$ cat src/rtl/imem_pkg.sv
// Shared types and defaults for the loadable instruction memory.
package imem_pkg;

    typedef enum logic [1:0] {
        ST_CLEAR = 2'd0,
        ST_RUN   = 2'd1,
        ST_LOAD  = 2'd2
    } imem_state_e;

    localparam int              IMEM_DEF_DATA_W = 16;
    localparam logic [IMEM_DEF_DATA_W-1:0] IMEM_NOP = '0;

endpackage

$ cat src/rtl/imem_sp_ram.sv
// Single-port RAM: synchronous write, registered read that holds when not enabled.
module imem_sp_ram #(
    parameter int    DATA_W    = 16,
    parameter int    DEPTH     = 16,
    parameter int    AW        = 4,
    parameter string INIT_FILE = ""
) (
    input  logic              clk,
    input  logic              we,
    input  logic              re,
    input  logic [AW-1:0]     addr,
    input  logic [DATA_W-1:0] wdata,
    output logic [DATA_W-1:0] rdata
);

    logic [DATA_W-1:0] mem [DEPTH];
    logic [DATA_W-1:0] rdata_q;

    always_ff @(posedge clk) begin
        if (we) mem[addr] <= wdata;
        if (re) rdata_q <= mem[addr];
    end

    assign rdata = rdata_q;

endmodule

$ cat src/rtl/instr_mem_loadable.sv
// Loadable instruction memory: clear sweep, loader port, and 1-cycle fetch with fault flag.
module instr_mem_loadable
    import imem_pkg::*;
#(
    parameter int                DATA_W         = 16,
    parameter int                ADDR_W         = 16,
    parameter int                DEPTH          = 16,
    parameter bit                BYTE_ADDR      = 1'b1,
    parameter bit                CLEAR_ON_RESET = 1'b1,
    parameter string             INIT_FILE      = "",
    parameter logic [DATA_W-1:0] NOP            = DATA_W'(IMEM_NOP)
) (
    input  logic              clk,
    input  logic              rst,
    input  logic              fetch_req,
    input  logic [ADDR_W-1:0] fetch_pc,
    output logic              fetch_ready,
    output logic              instr_valid,
    output logic [DATA_W-1:0] instruction,
    output logic              instr_fault,
    input  logic              prog_mode,
    input  logic              load_we,
    input  logic [ADDR_W-1:0] load_addr,
    input  logic [DATA_W-1:0] load_data,
    output logic              load_err,
    output logic              busy
);

    localparam int              AW      = (DEPTH > 1) ? $clog2(DEPTH) : 1;
    localparam logic [ADDR_W:0] DEPTH_X = (ADDR_W+1)'(DEPTH);
    localparam logic [AW-1:0]   LAST    = AW'(DEPTH - 1);

    imem_state_e       state_q, state_d;
    logic [AW-1:0]     clear_cnt_q, clear_cnt_d;
    logic              load_err_q, load_err_d;
    logic              instr_valid_q, instr_valid_d;
    logic              instr_fault_q, instr_fault_d;
    logic              rd_sel_q, rd_sel_d;

    logic [ADDR_W-1:0] fetch_idx;
    logic              fetch_fault, load_oor, accept;
    logic              ram_we, ram_re;
    logic [AW-1:0]     ram_addr;
    logic [DATA_W-1:0] ram_wdata, ram_rdata;

    // Range compares are one bit wider than the index so large PCs never alias.
    assign fetch_idx   = BYTE_ADDR ? (fetch_pc >> 1) : fetch_pc;
    assign fetch_fault = (BYTE_ADDR && fetch_pc[0]) || ({1'b0, fetch_idx} >= DEPTH_X);
    assign load_oor    = {1'b0, load_addr} >= DEPTH_X;
    assign fetch_ready = (state_q == ST_RUN) && !prog_mode;
    assign accept      = fetch_req && fetch_ready;

    always_comb begin
        state_d     = state_q;
        clear_cnt_d = clear_cnt_q;
        load_err_d  = load_err_q;
        ram_we      = 1'b0;
        ram_re      = 1'b0;
        ram_addr    = fetch_idx[AW-1:0];
        ram_wdata   = load_data;
        case (state_q)
            ST_CLEAR: begin
                ram_we      = 1'b1;
                ram_addr    = clear_cnt_q;
                ram_wdata   = NOP;
                clear_cnt_d = clear_cnt_q + 1'b1;
                if (clear_cnt_q == LAST) state_d = ST_RUN;
            end
            ST_RUN: begin
                ram_re = accept && !fetch_fault;
                if (prog_mode) begin
                    state_d    = ST_LOAD;
                    load_err_d = 1'b0;
                end
            end
            ST_LOAD: begin
                ram_addr = load_addr[AW-1:0];
                if (load_we) begin
                    if (load_oor) load_err_d = 1'b1;
                    else          ram_we     = 1'b1;
                end
                if (!prog_mode) state_d = ST_RUN;
            end
            default: state_d = ST_RUN;
        endcase
    end

    // Output registers: faults and reset select NOP instead of the RAM read port.
    always_comb begin
        instr_valid_d = accept;
        instr_fault_d = accept ? fetch_fault  : instr_fault_q;
        rd_sel_d      = accept ? !fetch_fault : rd_sel_q;
    end

    always_ff @(posedge clk) begin
        if (rst) begin
            state_q       <= CLEAR_ON_RESET ? ST_CLEAR : ST_RUN;
            clear_cnt_q   <= '0;
            load_err_q    <= 1'b0;
            instr_valid_q <= 1'b0;
            instr_fault_q <= 1'b0;
            rd_sel_q      <= 1'b0;
        end else begin
            state_q       <= state_d;
            clear_cnt_q   <= clear_cnt_d;
            load_err_q    <= load_err_d;
            instr_valid_q <= instr_valid_d;
            instr_fault_q <= instr_fault_d;
            rd_sel_q      <= rd_sel_d;
        end
    end

    imem_sp_ram #(
        .DATA_W   (DATA_W),
        .DEPTH    (DEPTH),
        .AW       (AW),
        .INIT_FILE(INIT_FILE)
    ) u_ram (
        .clk  (clk),
        .we   (ram_we),
        .re   (ram_re),
        .addr (ram_addr),
        .wdata(ram_wdata),
        .rdata(ram_rdata)
    );

    assign instr_valid = instr_valid_q;
    assign instr_fault = instr_fault_q;
    assign instruction = rd_sel_q ? ram_rdata : NOP;
    assign load_err    = load_err_q;
    assign busy        = (state_q != ST_RUN);

endmodule
$ cat config.mk
export PLATFORM = sky130hd
export DESIGN_NAME = instr_mem_loadable
export DESIGN_NICKNAME = d
export VERILOG_FILES = /design/src/rtl/imem_pkg.sv /design/src/rtl/imem_sp_ram.sv /design/src/rtl/instr_mem_loadable.sv
export SDC_FILE = /design/constraint.sdc
export NUM_CORES = 1
export LEC_CHECK = 0
export CORE_MARGIN = 5
export CORE_UTILIZATION = 53
export DETAILED_ROUTE_END_ITERATION = 16
export GPL_TIMING_DRIVEN = 1
export PLACE_DENSITY = 0.76
export SYNTH_ARGS = -nofsm -noshare
export SYNTH_HDL_FRONTEND = slang
export SYNTH_SLANG_ARGS = --single-unit
$ cat constraint.sdc
create_clock -name clk -period 2.5 [get_ports clk]
set_input_delay 0.25 -clock clk [delete_from_list [all_inputs] [get_ports clk]]
set_output_delay 0.25 -clock clk [all_outputs]
set_load 0.01 [all_outputs]
==> After elaboration in Yosys (flattened, before gate mapping) <==
Memory sizes are Yosys's and may differ from the RTL's. A register that Yosys moved wholly into a read port is not among the register bits.
Index checks and enable logic that the tools add are counted.
{ "word_totals": {"reg_bits": 10, "ram_bits": 256, "inputBits": 53, "memories": 1} }
{ "memory_table": {"columns": ["memory", "depth", "width", "read_ports", "rd_ports_with_merged_regs", "wr", "line", "source"], "rows": [
  ["u_ram.mem", 16, 16, 1, 1, 1, "imem_sp_ram.sv:16", "logic [DATA_W-1:0] mem [DEPTH];"]
]} }
{ "classes": {"n_addsub": 1, "magnitude_cmp": 2, "n_eq_ne": 9, "n_mux": 17, "reduce_logical": 10} }
{ "op_table": {"columns": ["cell", "count"], "rows": [
  ["$mux 16", 2],
  ["$ge 16x5->1 const B", 1],
  ["$ge 15x5->1 const B", 1],
  ["$ne 2x2->1 const B", 5],
  ["$mux 1", 8],
  ["$pmux 4 s2", 1],
  ["$mux 2", 3],
  ["$pmux 2 s3", 1],
  ["$add 4x1->4 const B", 1],
  ["$eq 4x4->1 const B", 1],
  ["$pmux 1 s2", 2],
  ["$reduce_and 4->1", 1],
  ["$logic_and 1x1->1", 3],
  ["$reduce_and 3->1", 1],
  ["$eq 2x1->1 const B", 1],
  ["$eq 2x2->1 const B", 1],
  ["$logic_not 1->1", 2],
  ["$logic_not 2->1", 1],
  ["$ne 2x1->1 const B", 1],
  ["$reduce_bool 2->1", 1],
  ["$logic_or 1x1->1", 1]
]} }

==> Logic depth before layout (Yosys ltp) <==
Gate-level depths: netlist of the first run.
{ "depth": {"depth_word": 6, "depth_mapped": 10} }

==> By module <==
Synthesis of the first run repeated with hierarchy kept, for this count alone.
{ "unflattened": {"hier_cells": 540, "area_unflattened_um2": 10979.3} }
{ "modules_own_cells": {"columns": ["mod", "n_inst", "cells_per_inst", "area_per_inst_um2"], "rows": [
  ["imem_sp_ram", 1, 434, 10183.5],
  ["instr_mem_loadable", 1, 106, 795.8]
]} }

==> Worst setup path after synthesis of the first run <==
Ideal clock, no wire load.
{ "synth_path": {"kind": "reg2reg", "start": "reg state_q[0]", "end": "reg u_ram.rdata_q[0] (netlist: u_ram.rdata[0]), read port of u_ram.mem (enable)", "setup_time_ns": 0.414, "arrival_ns": 2.388, "t_required_ns": 2.086, "slack_ns": -0.302, "path_stages_with_launch": 6, "path_buffers": 1, "path_cell_list": "dfxtp_1 buf_2 nand2b_1 nor2_1 nand2_1 nor3_1"} }
{ "synth_between": {"elab_chain_cells": 5} }
{ "synth_lines": {"columns": ["item", "line", "source"], "rows": [
  ["from (decl)", "instr_mem_loadable.sv:33", "imem_state_e state_q, state_d;"],
  ["from (signal assigned)", "instr_mem_loadable.sv:97", "state_q <= CLEAR_ON_RESET ? ST_CLEAR : ST_RUN;"],
  ["from (signal assigned)", "instr_mem_loadable.sv:104", "state_q <= state_d;"],
  ["$eq 2x1->1", "instr_mem_loadable.sv:50", "assign fetch_ready = (state_q == ST_RUN) && !prog_mode;"],
  ["$logic_and 1x1->1", "instr_mem_loadable.sv:50", null],
  ["named net fetch_ready", "instr_mem_loadable.sv:17", "output logic fetch_ready,"],
  ["$logic_and 1x1->1", "instr_mem_loadable.sv:51", "assign accept = fetch_req && fetch_ready;"],
  ["$logic_and 1x1->1", "instr_mem_loadable.sv:70", "ram_re = accept && !fetch_fault;"],
  ["$mux 1", "instr_mem_loadable.sv:61", "case (state_q)"],
  ["named net ram_re", "instr_mem_loadable.sv:42", "logic ram_we, ram_re;"],
  ["to (decl)", "imem_sp_ram.sv:17", "logic [DATA_W-1:0] rdata_q;"]
]} }
The timed path passes the listed nets, and every way through them passes these cells.
A chain may end at the register's enable or synchronous reset.

==> Worst setup path after layout of the first run <==
{ "layout_path": {"start": "reg state_q[1]", "end": "reg u_ram.rdata_q[6] (netlist: u_ram.rdata[6]), read port of u_ram.mem (data pin)"} }
{ "layout_between": {"elab_chain_cells": 5} }
{ "layout_lines": {"columns": ["item", "line"], "rows": [
  ["$eq 2x1->1", "instr_mem_loadable.sv:50, instr_mem_loadable.sv:61"],
  ["$logic_and 1x1->1", "instr_mem_loadable.sv:50"],
  ["$logic_and 1x1->1", "instr_mem_loadable.sv:51"],
  ["$logic_and 1x1->1", "instr_mem_loadable.sv:70"],
  ["$mux 1", "instr_mem_loadable.sv:61"]
]} }
Several ways; a longest one is shown, not always the timed one.

==> qor.yml, run 1 <==
floorplan:
  die_w_um: 156
  core_um2: 21000
  die_area_um2: 24300
  ioPinCount: 74
  start_util: 0.537
  die_h_um: 156
  std_cell_rows: 53
worst_hold_path:
  min_from: "fetch_req"
  min_path_type: "input pin to flop"
grt:
  grtUsageMet1: 0.308
  grt_pass1_vias: 7071
  grt_antenna_before_repair: 0
  grt_pass1_wl_mm: 40.5
  grt_max_degree: 50
  grt-ovfl-total: 0
  track_usage: 0.218
  busiest_layer: "met2"
  use_met2: 0.356
  grtUsageMet3: 0.0341
place:
  dp.cells: 1148
  place_area_um2: 12900
  place.gp.congestion: 0.814
  place_hpwl_mm: 16.8
  portBuffers: 73
  pre_cts_ws_ns: -0.137
power:
  leakagePower_uw: 0.00509
  power.density_nw_per_um2: 721
  irDropWorstVdd_v: 0.000556
timing:
  final.setup_skew_ns: 0.0223
  period_share: 0.953
  setup_viol: 0
  final-hold-violation-count: 0
  worst_slack_ns: 0.118
  slew_headroom: 0.177
  drv_slew: 0
  holdWs_ns: 0.384
  tightest_slew_ns: 1.23
  rsz0062_at_grt: "false"
  fmax_mhz: 420
  fin_crit_ns: 2.38
  tns_ns: 0
worst_setup_path:
  critical_path.startpoint: "state_q[1]$_SDFFE_PP0P_"
  cp.required_ns: 2.76
  cp_max_fo: 49
  cp-start-kind: "flop"
  crit_chain: "buf_4, mux2i_2, o21a_4, buf_12, a221oi_1, a21oi_1, nand3_1"
  worstPathArrival_ns: 2.64
  worst-setup-path-type: "flop to flop"
  max_stage_delay_ns: 0.42
  cp_slowest_cell: "dfxtp_2"
  endpoint_kind: "flop"
  r2r_start: "state_q[1]$_SDFFE_PP0P_"
finish:
  layout_common_cells: "edfxtp_1 (272), nand2_1 (115), a21oi_1 (100), clkdlybuf4s50_1 (73), buf_4 (61)"
  area_delta_synth_final_pct: 22.1
  design_area_um2: 13800
  fill_cells: 1448
  final_layout_size_suffix_gt1_frac: 0.147
  nNetsFinal: 958
  final_common_cell: "edfxtp_1"
  n_antenna_cell: 0
  instances_no_fill: 1198
synthesis:
  synth.top_cell.area_share: 0.723
  yosys_most_used_dff: "edfxtp_1"
  synth_fp_nets: 827
  synth_edf_count: 272
  synth_warnings: 0
  async_reset_ff_frac: 0
  synthCells: 773
  synth_area_leader_cell: "edfxtp_1"
  ys_types: 38
  ys_top_cells_by_area: "edfxtp_1 (72%), a21oi_1 (4.4%), mux2i_1 (4.4%)"
  ys_seq_elements: 282
  synth.avg_cell_area_um2: 14.6
  yosysSeqAreaShare: 0.741
  syn_area_um2: 11300
run:
  cap_violations: 0
outcome:
  status: "finished, final reports clean"
drt:
  drtIter0Drc: 791
  ant_nets: 0
  drc: 0
  drt_wl_total_mm: 26.8
  via_per_inst: 5.93
  drtPass1Iterations: 5
  avgRoutedWirePerCell_um: 22.4
  num_vias: 7103
clock_network:
  clkTransAtPathRegs_ns: 0.06
  clock_latency_ns: 0.54
  htreeDepth: 1
  post_cts_buffers: 0
  numCtsBuffers: 28
  cts_root_buf: "clkbuf_16"
  cts_tree: "yes"
  clock-sinks: 282
  cts_buffer_depth: 3
report_power, final:
| part | internal (uW) | leakage [uW] | switching, uW |
|---|---|---|---|
| registers | 5240 | 0.00263 | 26.3 |
| logic | 344 | 0.00204 | 399 |
| clock network | 2300 | 0.000424 | 1640 |
cell families after synthesis:
family,share of synthesized area
flops,0.741
fa+ha+maj,0.00111
compound gates,0.0916
buf+inv,0.0286
mux,0.0467
xor+xnor,0.00310
simple gates,0.0878
worst max-delay path: cells and delay by family (launching register included):
family          cells  cell delay, ns
buf+inv             2            0.46
flops               1            0.42
compound gates      3            0.76
simple gates        1            0.10
mux                 1            0.35
registers in the layout, indices dropped and copies added, names as in the netlist:
signal and cells:
state_q 2, clear_cnt_q 4, rd_sel_q 1, u_ram.rdata 16
instr_valid 1, load_err 1, u_ram.mem 256, instr_fault 1
synth_stat cells, types with 8 or more instances:
library cell / count
a21oi_1: 100
nor2_1: 23
a221o_1: 30
nand3_1: 34
a221oi_1: 16
nand2_1: 115
buf_2: 21
and2_1: 16
buf_4: 9
dfxtp_1: 10
nor2b_1: 16
clkbuf_1: 11
edfxtp_1: 272
buf_6: 8
mux2i_1: 50
through the flow:
step,power (uW),utilization
5_1_grt,10300,0.656
3_3_place_gp,6080,0.614
3_5_place_dp,6100,0.614
4_1_cts,9980,0.655
2_1_floorplan,5750,-
6_report,9940,0.656
routing by layer:
metal  vias up  part of all wire
met1      3448              0.40
met3        48             0.094
met2       402              0.48
met4         0             0.025
met5         -                 0
li1       3205                 -
repair_timing:
item	4_1_cts	5_1_grt
setup endpoints to repair	0	30
endpoints found under the hold margin	0	0
hold buffers	0	0
resized for setup	0	2
final timing paths:
check | endpoint | slack [ns] | depth (start not counted)
worst min register to register | instr_fault$_SDFFE_PP0P_ | 0.53 | 2
worst min-delay path | instr_valid$_SDFF_PP0_ | 0.38 | 3
worst max register to register | u_ram.rdata[6]$_DFFE_PP_ | 0.12 | 7
worst max-delay path | u_ram.rdata[6]$_DFFE_PP_ | 0.12 | 7
cell type report:
cell class                 instances  area [um2]  share of cell area
sequential                       282        8370               0.607
multi-input combinational        438        2670               0.194
timing repair buffer             151        1530               0.111
inverter                           3        11.3            0.000817
clock buffer                      34         744              0.0540
tap                              275         344              0.0250
clock inverter                    15         115             0.00835
Note: power is estimated with default switching activity, not from simulation.
==> run 2, diff against run 1 <==
Settings changed: RECOVER_POWER set to 100.
==> qor.yml, run 2 (synthesis gave the netlist of run 1 again) <==
outcome:
  status: "finished, final reports clean"
floorplan:
  die_h_um: 156  # unchanged
  die_w_um: 156  # unchanged
  die_area_um2: 24300  # unchanged
  start_util: 0.537  # unchanged
  ioPinCount: 74  # unchanged
  std_cell_rows: 53  # unchanged
  core_um2: 21000  # unchanged
power:
  power.density_nw_per_um2: 726  # +0.64%
  p_sw_uw: 2050  # -0.54%
  pwr-share-clk: 0.396  # about the same
  power_frac_comb: 0.073  # -0.002
  irDropWorstVdd_v: 0.000554  # -0.38%
  p_sw_frac: 0.207  # -0.000541
  seqPwrFrac: 0.531  # about the same
  p_int_uw: 7870  # -0.21%
  leakagePower_uw: 0.00505  # -0.87%
  power_uw: 9920  # -0.28%
finish:
  largest_register_ffs: 256  # unchanged
  final_common_cell: "edfxtp_1"
  top_register: "u_ram.mem"
  nNetsFinal: 958  # unchanged
  layout_common_cells: "edfxtp_1 (272), nand2_1 (115), a21oi_1 (100), clkdlybuf4s50_1 (66), mux2i_1 (49)"
  finish.utilization: 0.650  # -0.00601
  area_delta_synth_final_pct: 21.0
  final_layout_size_suffix_gt1_frac: 0.129  # -0.0184
  n_antenna_cell: 0  # unchanged
  design_area_um2: 13700  # -0.92%
timing:
  setup_viol: 0  # unchanged
  holdWs_ns: 0.384  # +0.0000920 ns
  worst_slack_ns: 0.113  # -0.00487 ns
  final-hold-violation-count: 0  # unchanged
  tightest_slew_ns: 1.22  # -0.00941 ns
  drv_slew: 0  # unchanged
  period_share: 0.955  # +0.00195
  rsz0062_at_grt: "false"
  fmax_mhz: 419  # -0.20%
  slew_headroom: 0.183  # +0.00629
  final.setup_skew_ns: 0.0219  # -0.000394 ns
  fin_crit_ns: 2.39  # +0.00487 ns
worst_setup_path:
  crit_chain: "mux2i_1, o21ai_0, clkbuf_1, or2_1, buf_12, nor2_1, clkbuf_2"
  crit_buf_inv: 3  # +1
  cp_max_fo: 12  # -76%
  r2r_start: "state_q[1]$_SDFFE_PP0P_"
  cp-start-kind: "flop"
  worst-setup-path-type: "flop to flop"
  cp_top_family: "buffers and inverters"
  max_stage_delay_ns: 0.43  # about the same
  worstPathArrival_ns: 2.58  # -0.06 ns
  critical_path.startpoint: "state_q[1]$_SDFFE_PP0P_"
  cp_slowest_cell: "or2_1"
  cp.required_ns: 2.70  # -0.06 ns
  endpoint_kind: "flop"
grt:
  track_usage: 0.218  # unchanged
  grt_max_degree: 50  # unchanged
  grt_antenna_before_repair: 0  # unchanged
  grt_pass1_wl_mm: 40.5  # unchanged
  grt-ovfl-total: 0  # unchanged
  grt_pass1_vias: 7071  # unchanged
clock_network:
  clock-sinks: 282  # unchanged
  cts_resized: 0  # unchanged
  htreeDepth: 1  # unchanged
  hold_buffers: 0  # unchanged
  numCtsBuffers: 28  # unchanged
  post_cts_buffers: 0  # unchanged
  clkTransAtPathRegs_ns: 0.06  # about the same
  cts_root_buf: "clkbuf_16"
  cts_buffer_depth: 3  # unchanged
  clock_latency_ns: 0.54  # about the same
  cts_tree: "yes"
drt:
  drt_wl_total_mm: 26.7  # -0.28%
  drtPass1Iterations: 5  # unchanged
  num_vias: 7070  # -0.46%
  via_per_inst: 5.90  # -0.46%
  avgRoutedWirePerCell_um: 22.3  # -0.28%
  drtIter0Drc: 763  # -3.5%
  ant_nets: 0  # unchanged
  drc: 0  # unchanged
place:
  place_hpwl_mm: 16.8  # unchanged
  portBuffers: 73  # unchanged
  place_area_um2: 12900  # unchanged
  pre_cts_ws_ns: -0.137  # unchanged
  place.gp.congestion: 0.814  # unchanged
run:
  cap_violations: 0  # unchanged
worst_hold_path:
  min_path_type: "input pin to flop"
  min_from: "fetch_req"
-- run 2: layout make-up --
cell class / count / area, um2
Sequential cell: 282 / 8370
Fill cell: 1487 / 7360
Multi-Input combinational cell: 438 / 2650
Timing Repair Buffer: 151 / 1430
Clock buffer: 34 / 744
Tap cell: 275 / 344
Clock inverter: 15 / 115
Inverter: 3 / 11.3
-- run 2: worst paths after layout --
kind,slack (ns),cells after the start,to
setup / recovery,0.11,7,u_ram.mem[3][14]$_DFFE_PP_
hold / removal,0.38,3,instr_valid$_SDFF_PP0_
setup reg to reg,0.11,7,u_ram.mem[3][14]$_DFFE_PP_
hold reg to reg,0.53,2,instr_fault$_SDFFE_PP0P_
-- run 2: metrics by stage --
step | setup TNS, ns | std cells
global route | 0 | 1198
detailed placement | -4.16 | 1148
finish | 0 | 1198
global placement | -1.90 | 1148
floorplan | -11.97 | 773
CTS | 0 | 1197
-- run 2: routing by layer --
metal  vias to the layer above  wire length [um]  global-route usage
li1                       3205                 -                   -
met1                      3430             10900               0.308
met2                       385             12800               0.356
met3                        50              2380              0.0341
met4                         0               699              0.0609
met5                         -                 0                   0
-- run 2: worst min-delay path: cells and delay by family --
| family | cells | cell delay (ns) |
|---|---|---|
| AND/OR/NAND/NOR | 2 | 0.18 |
| buffers and inverters | 1 | 0.42 |
-- run 2: power groups by stage --
stage / sequential, uW / combinational, uW / clock [uW]
detailed placement: 5360 / 738 / 0
CTS: 5270 / 743 / 3970
global route: 5270 / 775 / 4190
finish: 5270 / 720 / 3930
global placement: 5360 / 723 / 0
floorplan: 5360 / 396 / 0
